## config.mk

```make
export PLATFORM = sky130hd
export DESIGN_NAME = uart_rx_ctrl
export DESIGN_NICKNAME = d
export VERILOG_FILES = /design/src/rtl/uart_rx_ctrl.sv
export SDC_FILE = /design/constraint.sdc
export NUM_CORES = 1
export LEC_CHECK = 0
export CORE_MARGIN = 5
export CORE_UTILIZATION = 60
export DETAILED_ROUTE_END_ITERATION = 12
export GPL_TIMING_DRIVEN = 0
export MAX_ROUTING_LAYER = met4
export PLACE_DENSITY = 0.93
export SETUP_SLACK_MARGIN = 0.15
export SLEW_MARGIN = 0
export SYNTH_ARGS = -nofsm -noshare
export SYNTH_HDL_FRONTEND = slang
export SYNTH_SLANG_ARGS = --single-unit
```

## constraint.sdc

```tcl
create_clock -name clk -period 8 [get_ports clk]
set_input_delay 2.4 -clock clk [delete_from_list [all_inputs] [get_ports clk]]
set_output_delay 2.4 -clock clk [all_outputs]
set_load 0.02 [all_outputs]
```

## src/rtl/uart_rx_ctrl.sv

```systemverilog
// Receive-side controller: arms the UART receiver, screens and buffers received bytes in a
// show-ahead FIFO, recovers stalled frames by timeout. Define UART_RX_CTRL_STATS_EN for error/drop counters.
module uart_rx_ctrl #(
    parameter int unsigned      ADDR_W  = 2,
    parameter int unsigned      CNT_W   = 16,
    parameter logic [CNT_W-1:0] TIMEOUT = 16'd2000,
    parameter int unsigned      THRESH  = 2
) (
    input  logic              clk,
    input  logic              rst,
    input  logic              enable,
    input  logic              clr_status,
    input  logic              rx_busy,
    input  logic              rx_done,
    input  logic              rx_error,
    input  logic [7:0]        rx_byte,
    output logic              rx_en,
    output logic              rx_rst,
    input  logic              rd_en,
    output logic [7:0]        rd_data,
    output logic [ADDR_W:0]   fifo_count,
    output logic              empty,
    output logic              full,
    output logic              overrun,
    output logic              frame_err,
    output logic              timeout_err,
    output logic              irq
`ifdef UART_RX_CTRL_STATS_EN
    ,
    output logic [7:0]        err_cnt,
    output logic [7:0]        drop_cnt
`endif
);

    localparam int unsigned        DEPTH    = 1 << ADDR_W;
    localparam logic [ADDR_W:0]    DEPTH_L  = {1'b1, {ADDR_W{1'b0}}};
    localparam logic [ADDR_W:0]    THRESH_L = (ADDR_W+1)'(THRESH);
    localparam logic [CNT_W-1:0]   TO_LAST  = TIMEOUT - 1'b1;

    typedef enum logic [2:0] {
        IDLE,
        ARM,
        WAIT_BYTE,
        CAPTURE,
        CHECK,
        RECOVER
    } state_t;

    state_t             state;
    state_t             state_next;
    logic               rx_done_q;
    logic               done_rise;
    logic [CNT_W-1:0]   cnt;
    logic [7:0]         hold;
    logic               err_q;
    logic [7:0]         mem [DEPTH];
    logic [ADDR_W:0]    wr_ptr;
    logic [ADDR_W:0]    rd_ptr;
    logic               push;
    logic               pop;
    logic               drop_ev;
    logic               ferr_ev;
    logic               to_ev;

    assign done_rise  = rx_done & ~rx_done_q;
    assign fifo_count = wr_ptr - rd_ptr;
    assign empty      = (fifo_count == '0);
    assign full       = (fifo_count == DEPTH_L);
    assign rd_data    = mem[rd_ptr[ADDR_W-1:0]];

    // A full FIFO still accepts the byte when a pop retires the head on the same edge.
    assign push    = (state == CHECK) & ~err_q & (~full | rd_en);
    assign drop_ev = (state == CHECK) & ~err_q & full & ~rd_en;
    assign ferr_ev = (state == CHECK) & err_q;
    assign to_ev   = (state == RECOVER);
    assign pop     = rd_en & ~empty;

    always_ff @(posedge clk) begin
        if (rst) begin
            state <= IDLE;
        end else begin
            state <= state_next;
        end
    end

    always_comb begin
        state_next = state;
        rx_en      = 1'b0;
        rx_rst     = 1'b0;
        case (state)
            IDLE: begin
                if (enable) state_next = ARM;
            end
            ARM: begin
                rx_en = 1'b1;
                if (rx_busy)      state_next = WAIT_BYTE;
                else if (!enable) state_next = IDLE;
            end
            WAIT_BYTE: begin
                if (done_rise)           state_next = CAPTURE;
                else if (cnt == TO_LAST) state_next = RECOVER;
            end
            CAPTURE: begin
                state_next = CHECK;
            end
            CHECK: begin
                state_next = enable ? ARM : IDLE;
            end
            RECOVER: begin
                rx_rst     = 1'b1;
                state_next = IDLE;
            end
            default: begin
                state_next = IDLE;
            end
        endcase
    end

    always_ff @(posedge clk) begin
        if (rst) begin
            rx_done_q <= 1'b0;
            cnt       <= '0;
            hold      <= '0;
            err_q     <= 1'b0;
        end else begin
            rx_done_q <= rx_done;
            if (state == WAIT_BYTE && state_next == WAIT_BYTE) cnt <= cnt + 1'b1;
            else                                              cnt <= '0;
            if (state == WAIT_BYTE && done_rise) hold <= rx_byte;
            // rx_error is only valid the cycle after the rise, so it is held for CHECK.
            if (state == CAPTURE) err_q <= rx_error;
        end
    end

    always_ff @(posedge clk) begin
        if (rst) begin
            wr_ptr <= '0;
            rd_ptr <= '0;
            for (int unsigned i = 0; i < DEPTH; i++) mem[i] <= '0;
        end else begin
            if (push) begin
                mem[wr_ptr[ADDR_W-1:0]] <= hold;
                wr_ptr                  <= wr_ptr + 1'b1;
            end
            if (pop) rd_ptr <= rd_ptr + 1'b1;
        end
    end

    always_ff @(posedge clk) begin
        if (rst) begin
            overrun     <= 1'b0;
            frame_err   <= 1'b0;
            timeout_err <= 1'b0;
            irq         <= 1'b0;
        end else begin
            if (drop_ev)         overrun <= 1'b1;
            else if (clr_status) overrun <= 1'b0;
            if (ferr_ev)         frame_err <= 1'b1;
            else if (clr_status) frame_err <= 1'b0;
            if (to_ev)           timeout_err <= 1'b1;
            else if (clr_status) timeout_err <= 1'b0;
            irq <= (fifo_count >= THRESH_L) | overrun | frame_err | timeout_err;
        end
    end

`ifdef UART_RX_CTRL_STATS_EN
    always_ff @(posedge clk) begin
        if (rst || clr_status) begin
            err_cnt  <= '0;
            drop_cnt <= '0;
        end else begin
            if (ferr_ev && err_cnt != 8'hFF)  err_cnt  <= err_cnt + 1'b1;
            if (drop_ev && drop_cnt != 8'hFF) drop_cnt <= drop_cnt + 1'b1;
        end
    end
`endif

endmodule
```

# After elaboration in Yosys (flattened, before gate mapping)
# Memory sizes are Yosys's and may differ from the RTL's. A register that Yosys moved wholly into a read port is not among the register bits.
# Cells that the tools add are included.
# totals
wordCells	74
input_bits	16
output_inout_bits	19
n_memories	1
register_bits	39
ramBits	32
# memory_table
name	depth	word_bits	read_ports	rd_ports_with_merged_regs	write_ports	line_no	text
mem	4	8	1	1	4	56	logic [7:0] mem [DEPTH];
# classes
order_cmp	1
n_mux	23
n_bitwise	17
n_eq_ne	8
reduce_logical	9
add_sub_neg	4
# ops
cell	n
adder 16 x 1 -> 16 bit (second input constant)	1
== test 16 x 11 -> 1 bit (second input constant)	1
two-way mux 3 bit	5
case mux 3 bit (5 select lines)	1
two-way mux 1 bit	13
== test 3 x 2 -> 1 bit (second input constant)	3
== test 3 bit (second input constant)	3
two-way mux 8 bit	1
OR reduction 8 bit	1
AND 1 bit	7
adder 3 x 1 -> 3 bit (second input constant)	2
logical NOT 3 bit	2
two-way mux 2 bit	3
NOT 1 bit	6
nonzero test 2 bit	3
OR 1 bit	4
== test 3 x 1 -> 1 bit (second input constant)	1
>= comparator 3 x 2 -> 1 bit (second input constant)	1
subtractor 3 bit	1
logical AND 1 bit	2
OR reduction 2 bit	1

# Depth between registers and ports, before layout
# Gate-level depths: netlist (run 1).
# depth
ltp_word	10
ltp_mapped	8

# Least setup slack after synthesis (run 1)
# No wires, ideal clock.
# synth_timing
kind	flip-flop to output port
start	reg wr_ptr[0]
end	out empty
path_slack_ns	3.744
path_stages_with_launch	7
required_ns	5.600
t_arrival_ns	1.856
cell_sequence	dfxtp_1 > inv_1 > ha_1 > fa_1 > xnor3_1 > inv_1 > nor2_1
# synth_via
elab_chain_len	2
# synth_rtl
element	line_no	text
from (decl)	57	logic [ADDR_W:0] wr_ptr;
from (signal assigned)	143	wr_ptr <= wr_ptr + 1'b1;
subtractor 3 bit	66	assign fifo_count = wr_ptr - rd_ptr;
named net fifo_count[2]	21	output logic [ADDR_W:0] fifo_count,
logical NOT 3 bit	67	assign empty = (fifo_count == '0);
to (decl)	22	output logic empty,
# The timed path passes the listed nets, and every way through them passes these cells.

# Worst setup path in the final report (run 1)
# layout_timing
start	reg wr_ptr[0]
end	out empty
# layout_via
elab_chain_len	2
# layout_rtl
element	line_no
subtractor 3 bit	66
logical NOT 3 bit	67
# No other way between the ends.

==> flow_summary.json, run 1 <==
{
  "synth_area_mm2": 0.00319,
  "grt_pass1_wl_um": 11000,
  "synth_enable_flop_cells": 32,
  "power.density_mw_per_mm2": 235,
  "overflow": 0,
  "pin_count": 35,
  "hp-class": "flip-flop to flip-flop",
  "multi_input_area_mm2": 0.00133,
  "start_util_pct": 62.1,
  "crit_slowest_cell": "clkdlybuf4s50_1",
  "critPathMostFrequentCell": "inv_1",
  "dieArea_mm2": 0.00688,
  "root_buffer": "clkbuf_8",
  "tightest_slew_ps": 928,
  "drt-total-wl_um": 6720,
  "pre_cts_ws_ps": 3170,
  "max-vdd-ir-drop_mv": 0.149,
  "antenna_found_initial": 0,
  "ys.flop_type": "dfxtp_1",
  "leakage_nw": 1.37,
  "cp_cell_sequence": "inv_1 -> ha_1 -> fa_1 -> xnor3_1 -> inv_1 -> nor2_1 -> clkdlybuf4s50_1",
  "n_antenna_cell": 0,
  "setup_ws_ps": 2880,
  "slew_violations": 0,
  "path_delay_family": "buffers and inverters",
  "die_y_um": 82.9,
  "grt_pass1_vias": 2306,
  "maxCapViolCount": 0,
  "min_period_ps": 5120,
  "ant_nets": 0,
  "status": "finished clean",
  "fillCellCount": 354,
  "setup.worst_path.start_class": "flip-flop",
  "critPathMaxStageDelay_ps": 620,
  "drcViolationCount": 0,
  "rows": 26,
  "cts_resized": 0,
  "synth.distinct_cells": 42,
  "finalSetupTns_ps": 0,
  "drive_gt1_share_pct": 10.3,
  "cts_hold_buf": 0,
  "worstSkewPairLatency_ps": 340,
  "wire_per_inst_um": 16.8,
  "cts_buffers": 9,
  "cts_tree": "built",
  "core_area_mm2": 0.00514,
  "dieWidth_um": 82.9,
  "path_class": "flip-flop to output port",
  "register_area_mm2": 0.00178,
  "vias": 2252,
  "clk_path_buf_depth": 2,
  "reg2reg_to": "mem[1][0]",
  "hold_viol": 0,
  "slew_headroom_pct": 37.8,
  "rsz0062_at_grt": "false",
  "r2r_slack_ps": 4850,
  "postSynthCellCount": 280,
  "gp_congestion": 0.804,
  "finalClockSkew_ps": 4.97,
  "drtIter0Drc": 187,
  "syn2layout_area_growth_pct": 20.1,
  "hpwl_um": 4480,
  "crit_buf_inv": 3,
  "post-route-util_pct": 74.6,
  "grt_max_degree": 12,
  "clk_transition_reported_paths_ps": 70,
  "setup_viol": 0,
  "drtPass1Iterations": 4,
  "ys_ff_latch": 73,
  "path_max_fanout": 4,
  "syn_area_per_cell_um2": 11.4,
  "viasPerCell": 5.64,
  "synth_top_area_share_pct": 30.1,
  "end_kind": "output port",
  "yosysTopAreaCell": "edfxtp_1",
  "hold_slack_ps": 447,
  "final_area_mm2": 0.00383,
  "worstHoldStart": "cnt[0]",
  "crit_arrival_ps": 2720,
  "place_area_mm2": 0.00362,
  "min_path_cells": 1,
  "worstPathRequired_ps": 5600,
  "reg2regPathDepth": 7,
  "htreeDepth": 3,
  "cts.sinks": 73,
  "numPortBuffers": 34,
  "yosys_warnings": 0,
  "syn_nets": 301,
  "fmax_ghz": 0.195,
  "post_cts_buffers": 0,
  "async_flop_share_pct": 0,
  "worstHoldEndpoint": "cnt[0]",
  "synth.yosys.seq_area_share_pct": 55.8,
  "reg2reg_from": "wr_ptr[0]",
  "netlist_top_cells_area": "edfxtp_1 (30%), dfxtp_1 (26%), and2_1 (6.9%)",
  "period_share_pct": 64.0,
  "nets": 346,
  "grt_use_total_pct": 21.1
}
==> logic make-up (layout without fill, tap and decap cells) <==
logic type | after synthesis | after routing | share of synthesized area (%)
XOR/XNOR | 15 | 15 | 4.55
multiplexers | 11 | 11 | 6.59
adder cells (fa/ha/maj) | 5 | 5 | 2.20
buffers and inverters | 23 | 72 | 2.78
flip-flops | 73 | 73 | 55.8
AND/OR/NAND/NOR | 122 | 122 | 21.4
AO/OA/AOI/OAI | 31 | 31 | 6.66
==> cell usage in the layout, fill, tap and decap left out, types with 2 or more instances in the layout <==
cell type        count
ha_1                 4
clkdlybuf4s50_1     34
clkbuf_1            11
a32oi_1              4
dfxtp_1             41
xnor2_1              3
and3_1               2
mux4_2               8
or3_1                2
inv_1               11
clkbuf_8            10
a21oi_1             13
nand4_1              5
nor3_1               2
and4_1               2
o21a_1               2
buf_2                2
and2_1              35
nor4_2               3
mux2i_1              3
or4_1                2
o21ai_0              4
edfxtp_1            32
bufinv_16            2
nor2_1              28
o211ai_1             2
nor2b_1              2
nor4_1               2
nand3_1             15
nand2_1             14
xor2_1              11
o31ai_1              2
or2_2                2
==> metrics by stage <==
| step | total power [W] | instances |
|---|---|---|
| floorplan | 0.000521 | 280 |
| CTS | 0.000908 | 399 |
| global placement | 0.000591 | 384 |
| detailed placement | 0.000597 | 384 |
| global route | 0.000940 | 399 |
| finish | 0.000901 | 399 |
==> report_power, final <==
part / leakage, nW / switching (W) / internal [W]
Combinational: 0.605 / 0.0000973 / 0.0000814
Clock: 0.106 / 0.000129 / 0.000182
Sequential: 0.662 / 0.00000819 / 0.000403
==> per-layer routing <==
layer | routed length [um] | part of all wire (%) | global-route usage, %
met1 | 2620 | 39 | 23.5
met4 | 114 | 1.7 | 8.47
met5 | 0 | 0 | -
met3 | 480 | 7.1 | 5.94
met2 | 3510 | 52 | 35.8
==> worst register-to-register path, cell delays in order, from the launching register on <==
cell and delay, ps:
dfxtp_1 410, inv_1 150, ha_1 240, fa_1 380
xnor3_1 340, o31ai_4 170, nor4_2 640, or2_1 480
==> how the worst max path moves through the flow <==
stage / from / to / slack [ps] / cells after the start
2_1_floorplan: wr_ptr[0] / empty / 3740 / 6
5_1_grt: wr_ptr[0] / empty / 2710 / 7
4_1_cts: wr_ptr[0] / empty / 2880 / 7
3_5_place_dp: rd_en / mem[3][2] / 3170 / 3
6_report: wr_ptr[0] / empty / 2880 / 7
3_3_place_gp: rd_en / mem[3][3] / 3290 / 3
==> registers in the layout, indices dropped and copies added, names as in the netlist, named ones only <==
register,count
hold,8
timeout_err,1
cnt,16
wr_ptr,3
state,3
err_q,1
rx_done_q,1
irq,1
overrun,1
mem,32
rd_ptr,3
frame_err,1
==> synthesized netlist by cell type (3+ instances only) <==
cell      count
a32oi_1       4
nand4_1       5
mux4_2        8
inv_1        11
mux2i_1       3
o31ai_1       3
nand2_1      14
nor2_1       28
ha_1          4
xnor2_1       3
nor4_2        3
xor2_1       11
o21ai_0       4
dfxtp_1      41
edfxtp_1     32
a21oi_1      13
nand3_1      15
and2_1       35
clkbuf_1      9
==> layout make-up <==
| type | count | share of cell area (%) |
|---|---|---|
| flip-flops and latches | 73 | 46.5 |
| inverters | 11 | 1.08 |
| well taps | 70 | 2.28 |
| multi-input cells | 184 | 34.6 |
| plain buffers | 12 | 1.24 |
| clock inverters | 3 | 1.70 |
| clock buffers | 12 | 3.78 |
| repair buffers | 34 | 8.87 |
Power figures use the tool's default switching activity.
==> inputs of run 2 (changes only) <==
Settings changed: CORE_UTILIZATION 60 to 56, PLACE_DENSITY 0.93 to 0.88.
Clock period 8 ns to 5 ns, I/O delays scaled along.
==> run 2 against run 1 <==
  * Via count fell by 1.2%
  * Clock-buffer cell count fell by 1
  * First-iteration DRC count fell by 5.9%
  * Global-route usage fell by 0.72 points
  * Cell count rose by 0.75%
  * Total power rose by 66%
  * Largest cell class unchanged
==> flow_summary.json, run 2 (same netlist as run 1, synthesis figures left out) <==
{
  "status": "finished clean",
  "final_common_cell": "dfxtp_1",
  "ant_nets": 0,
  "worstPathRequired_ps": 3500,
  "setup_viol": 0,
  "grt_pass1_vias": 2274,
  "multi_input_area_mm2": 0.00133,
  "gp_congestion": 0.790,
  "cts_tree": "built",
  "fmax_ghz": 0.239,
  "drtPass1Iterations": 4,
  "finalClockSkew_ps": 5.29,
  "pre_cts_ws_ps": 1160,
  "worstHoldEndpoint": "cnt[0]",
  "slew_violations": 0,
  "setup.worst_path.start_class": "flip-flop",
  "post-route-util_pct": 70.3,
  "die_y_um": 85.5,
  "dieWidth_um": 85.5,
  "slew_headroom_pct": 41.7,
  "leakage_nw": 1.39,
  "final_cell_mix": "dfxtp_1 (41), and2_1 (35), clkdlybuf4s50_1 (34)",
  "max-vdd-ir-drop_mv": 0.261,
  "reg2regPathDepth": 7,
  "rsz0062_at_grt": "false",
  "grt_pass1_wl_um": 11100,
  "crit_arrival_ps": 2690,
  "drcViolationCount": 0,
  "largest_reg_flops": 32,
  "cts_hold_buf": 0,
  "htreeDepth": 3,
  "finalSetupTns_ps": 0,
  "clk_transition_reported_paths_ps": 70,
  "grt_max_degree": 13,
  "grt_use_total_pct": 20.4,
  "setup_ws_ps": 815,
  "pin_count": 35,
  "syn2layout_area_growth_pct": 21.3,
  "path_max_fanout": 4,
  "n_antenna_cell": 0,
  "p_comb_share_pct": 18.8,
  "drive_gt1_share_pct": 10.9,
  "numPortBuffers": 34,
  "rows": 27,
  "r2r_slack_ps": 1910,
  "switching_share_pct": 25.1,
  "period_share_pct": 83.7,
  "tightest_slew_ps": 870,
  "min_path_cells": 1,
  "clk_path_buf_depth": 2,
  "p_int_w": 0.00112,
  "antenna_found_initial": 0,
  "min_period_ps": 4190,
  "cts_resized": 0,
  "viasPerCell": 5.53,
  "wire_per_inst_um": 16.2,
  "reg_top3": "mem x32, cnt x16, hold x8",
  "seqPwrFrac_pct": 44.0,
  "dieArea_mm2": 0.00731,
  "hp-class": "flip-flop to flip-flop",
  "nets": 346,
  "top_register": "mem",
  "power.density_mw_per_mm2": 386,
  "cts.sinks": 73,
  "reg2reg_to": "mem[1][6]",
  "drtIter0Drc": 176,
  "hold_slack_ps": 445,
  "fillCellCount": 404,
  "worstSkewPairLatency_ps": 340,
  "drt-total-wl_um": 6520,
  "core_area_mm2": 0.00551,
  "maxCapViolCount": 0,
  "start_util_pct": 58.0,
  "cts_buffers": 9,
  "post_cts_buffers": 0,
  "vias": 2225,
  "hold_viol": 0,
  "reg2reg_from": "wr_ptr[0]",
  "overflow": 0,
  "power.share.clock_pct": 37.2,
  "path_class": "flip-flop to output port",
  "startpoint": "wr_ptr[0]",
  "worstHoldStart": "cnt[0]",
  "hpwl_um": 4470,
  "root_buffer": "clkbuf_8",
  "register_area_mm2": 0.00178,
  "p_switching_w": 0.000374,
  "end_kind": "output port"
}
## run 2: cell count changes in the layout (fill, tap and decap cells not counted), sizes merged
cell      previous run  this run
bufinv               2         3
clkbuf              21        20
clkinvlp             0         1
## run 2: layout make-up
| type | instances | area share, % |
|---|---|---|
| Clock inverter | 5 | 2.65 |
| Buffer | 12 | 1.23 |
| Tap cell | 72 | 2.33 |
| Timing Repair Buffer | 34 | 8.79 |
| Inverter | 11 | 1.07 |
| Multi-Input combinational cell | 184 | 34.3 |
| Sequential cell | 73 | 46.0 |
| Clock buffer | 11 | 3.65 |
## run 2: worst max-delay path, cell delays in order, from the launching register on
cell and delay (ps):
dfxtp_1 430, inv_1 150, ha_1 240, fa_1 370, xnor3_1 320, inv_1 120
nor2_1 110, clkdlybuf4s50_1 610
## run 2: worst max path at each step
stage | end | slack, ps | cells after the start
2_1_floorplan | empty | 1640 | 6
3_3_place_gp | mem[3][5] | 1200 | 3
3_5_place_dp | mem[3][5] | 1160 | 3
4_1_cts | empty | 820 | 7
5_1_grt | empty | 670 | 7
6_report | empty | 810 | 7
## run 2: routing by layer
metal	vias to the layer above	GRT usage [%]	wire, um	share of wire (%)
met5	-	-	0	0
met4	0	8.49	63	0.97
met3	6	4.80	352	5.4
met2	49	33.5	3450	53
met1	1075	24.0	2650	41
li1	1095	-	-	-
## run 2: through the flow
step	instance area, um2	total power (W)	instances
floorplan	3190	0.000834	280
global placement	3620	0.000946	386
detailed placement	3620	0.000953	386
CTS	3870	0.00151	402
global route	3870	0.00156	402
finish	3870	0.00149	402
## run 2: power groups by stage
stage / Sequential (W) / Combinational (W) / Clock, W
after floorplan: 0.000672 / 0.000161 / 0
after global placement: 0.000669 / 0.000277 / 0
after detailed placement: 0.000670 / 0.000282 / 0
after CTS: 0.000657 / 0.000284 / 0.000566
after global routing: 0.000660 / 0.000301 / 0.000603
final: 0.000657 / 0.000280 / 0.000556
==> inputs of run 3 (changes only) <==
Settings changed: CORE_UTILIZATION 56 to 50, PLACE_DENSITY 0.88 to 0.84.
Clock period 5 ns to 3.8 ns, I/O delays scaled along.
==> run 3 against run 2 <==
  * Die area rose by 11%
  * Final area is 0.81% lower
  * Cell count increased by 1.0%
  * Critical path depth decreased by 1
  * Non-clock buffer count unchanged
  * First-iteration DRC count decreased by 45%
  * Register-to-register slack worse by 1100 ps
  * Hold slack worse by 5.3 ps
  * Clock power grew 16%
  * Via count down 0.76%
==> flow_summary.json, run 3 (same netlist as run 1, synthesis figures left out) <==
{
  "maxCapViolCount": 0,
  "r2r_slack_ps": 800,
  "rsz0062_at_grt": "false",
  "final_common_cell": "dfxtp_1",
  "power.density_mw_per_mm2": 487,
  "status": "finished clean",
  "finalClockSkew_ps": 7.89,
  "antenna_found_initial": 0,
  "wire_per_inst_um": 15.7,
  "post_cts_buffers": 0,
  "slew_headroom_pct": 42.3,
  "reg2reg_from": "wr_ptr[0]",
  "drcViolationCount": 0,
  "cts_buffers": 9,
  "overflow": 0,
  "cts_hold_buf": 0,
  "pre_cts_ws_ps": 352,
  "grt_pass1_vias": 2225,
  "grt_use_total_pct": 17.3,
  "core_area_mm2": 0.00628,
  "critPathCapture": "full",
  "reg2reg_to": "mem[0][3]",
  "grt_pass1_wl_um": 10800,
  "clk_transition_reported_paths_ps": 80,
  "htreeDepth": 3,
  "gp_congestion": 0.797,
  "p_total_w": 0.00187,
  "syn2layout_area_growth_pct": 20.3,
  "path_max_fanout": 5,
  "setup_viol": 0,
  "drt-total-wl_um": 6370,
  "final_cell_mix": "dfxtp_1 (41), and2_1 (35), edfxtp_1 (32)",
  "final_area_mm2": 0.00384,
  "drive_gt1_share_pct": 11.6,
  "finalSetupTns_ps": 0,
  "slew_violations": 0,
  "leakage_nw": 1.39,
  "drtIter0Drc": 96,
  "crit_arrival_ps": 2340,
  "cts_tree": "built",
  "root_buffer": "clkbuf_8",
  "hold_viol": 0,
  "worstSkewPairLatency_ps": 350,
  "worstPathRequired_ps": 2660,
  "end_kind": "output port",
  "path_class": "flip-flop to output port",
  "fmax_ghz": 0.288,
  "largest_reg_flops": 32,
  "setup.worst_path.start_class": "flip-flop",
  "cts.sinks": 73,
  "reg_top3": "mem x32, cnt x16, hold x8",
  "ant_nets": 0,
  "numPortBuffers": 34,
  "hp-class": "flip-flop to flip-flop",
  "startpoint": "wr_ptr[0]",
  "period_share_pct": 91.5,
  "drtPass1Iterations": 4,
  "top_register": "mem",
  "post-route-util_pct": 61.2,
  "pin_count": 35,
  "vias": 2208,
  "start_util_pct": 50.8,
  "min_period_ps": 3480,
  "rows": 29,
  "cts_resized": 4,
  "max-vdd-ir-drop_mv": 0.311,
  "grt_max_degree": 13,
  "dieWidth_um": 89.9,
  "n_antenna_cell": 0,
  "clk_path_buf_depth": 2,
  "place_area_mm2": 0.00363,
  "reg2regPathDepth": 7,
  "tightest_slew_ps": 860,
  "viasPerCell": 5.44,
  "dieArea_mm2": 0.00808,
  "nets": 346,
  "hpwl_um": 4350,
  "die_y_um": 89.9,
  "setup_ws_ps": 324
}
run 3: metrics by stage:
step           hold WS [ps]  instances
3_5_place_dp            436        391
5_1_grt                 456        406
6_report                440        406
4_1_cts                 446        406
2_1_floorplan           413        280
3_3_place_gp            422        391
run 3: layout make-up:
type	count	area [um2]
sequential	73	1780
buffer	12	48.8
fill	472	2440
clock buffer	9	124
inverter	11	41.3
clock inverter	6	83.8
timing repair buffer	34	337
multi-input combinational	184	1330
tap	77	96.3
run 3: how the worst min path moves through the flow:
stage,from,endpoint,cells past startpoint
2_1_floorplan,cnt[0],cnt[0],1
3_3_place_gp,cnt[0],cnt[0],1
3_5_place_dp,cnt[0],cnt[0],1
4_1_cts,cnt[0],cnt[0],1
5_1_grt,cnt[0],cnt[0],1
6_report,cnt[0],cnt[0],1
run 3: routing by layer:
layer	up-vias	GRT usage (%)	part of all wire, %
met5	-	-	0
li1	1086	-	-
met3	14	4.76	4.3
met2	54	29.3	52
met4	0	6.33	1.5
met1	1054	19.7	42
run 3: critical path: stages, from the launching register on:
cell and delay, ps:
dfxtp_1 410, inv_1 140, ha_1 230, fa_1 530, nand2_1 170, nor2_1 160
dlygate4sd2_1 350
run 3: report_power, final:
group / leakage, nW / switching, W / internal, W
registers: 0.662 / 0.0000153 / 0.000849
logic: 0.617 / 0.000199 / 0.000161
clock network: 0.109 / 0.000281 / 0.000363
total: 1.39 / 0.000495 / 0.00137
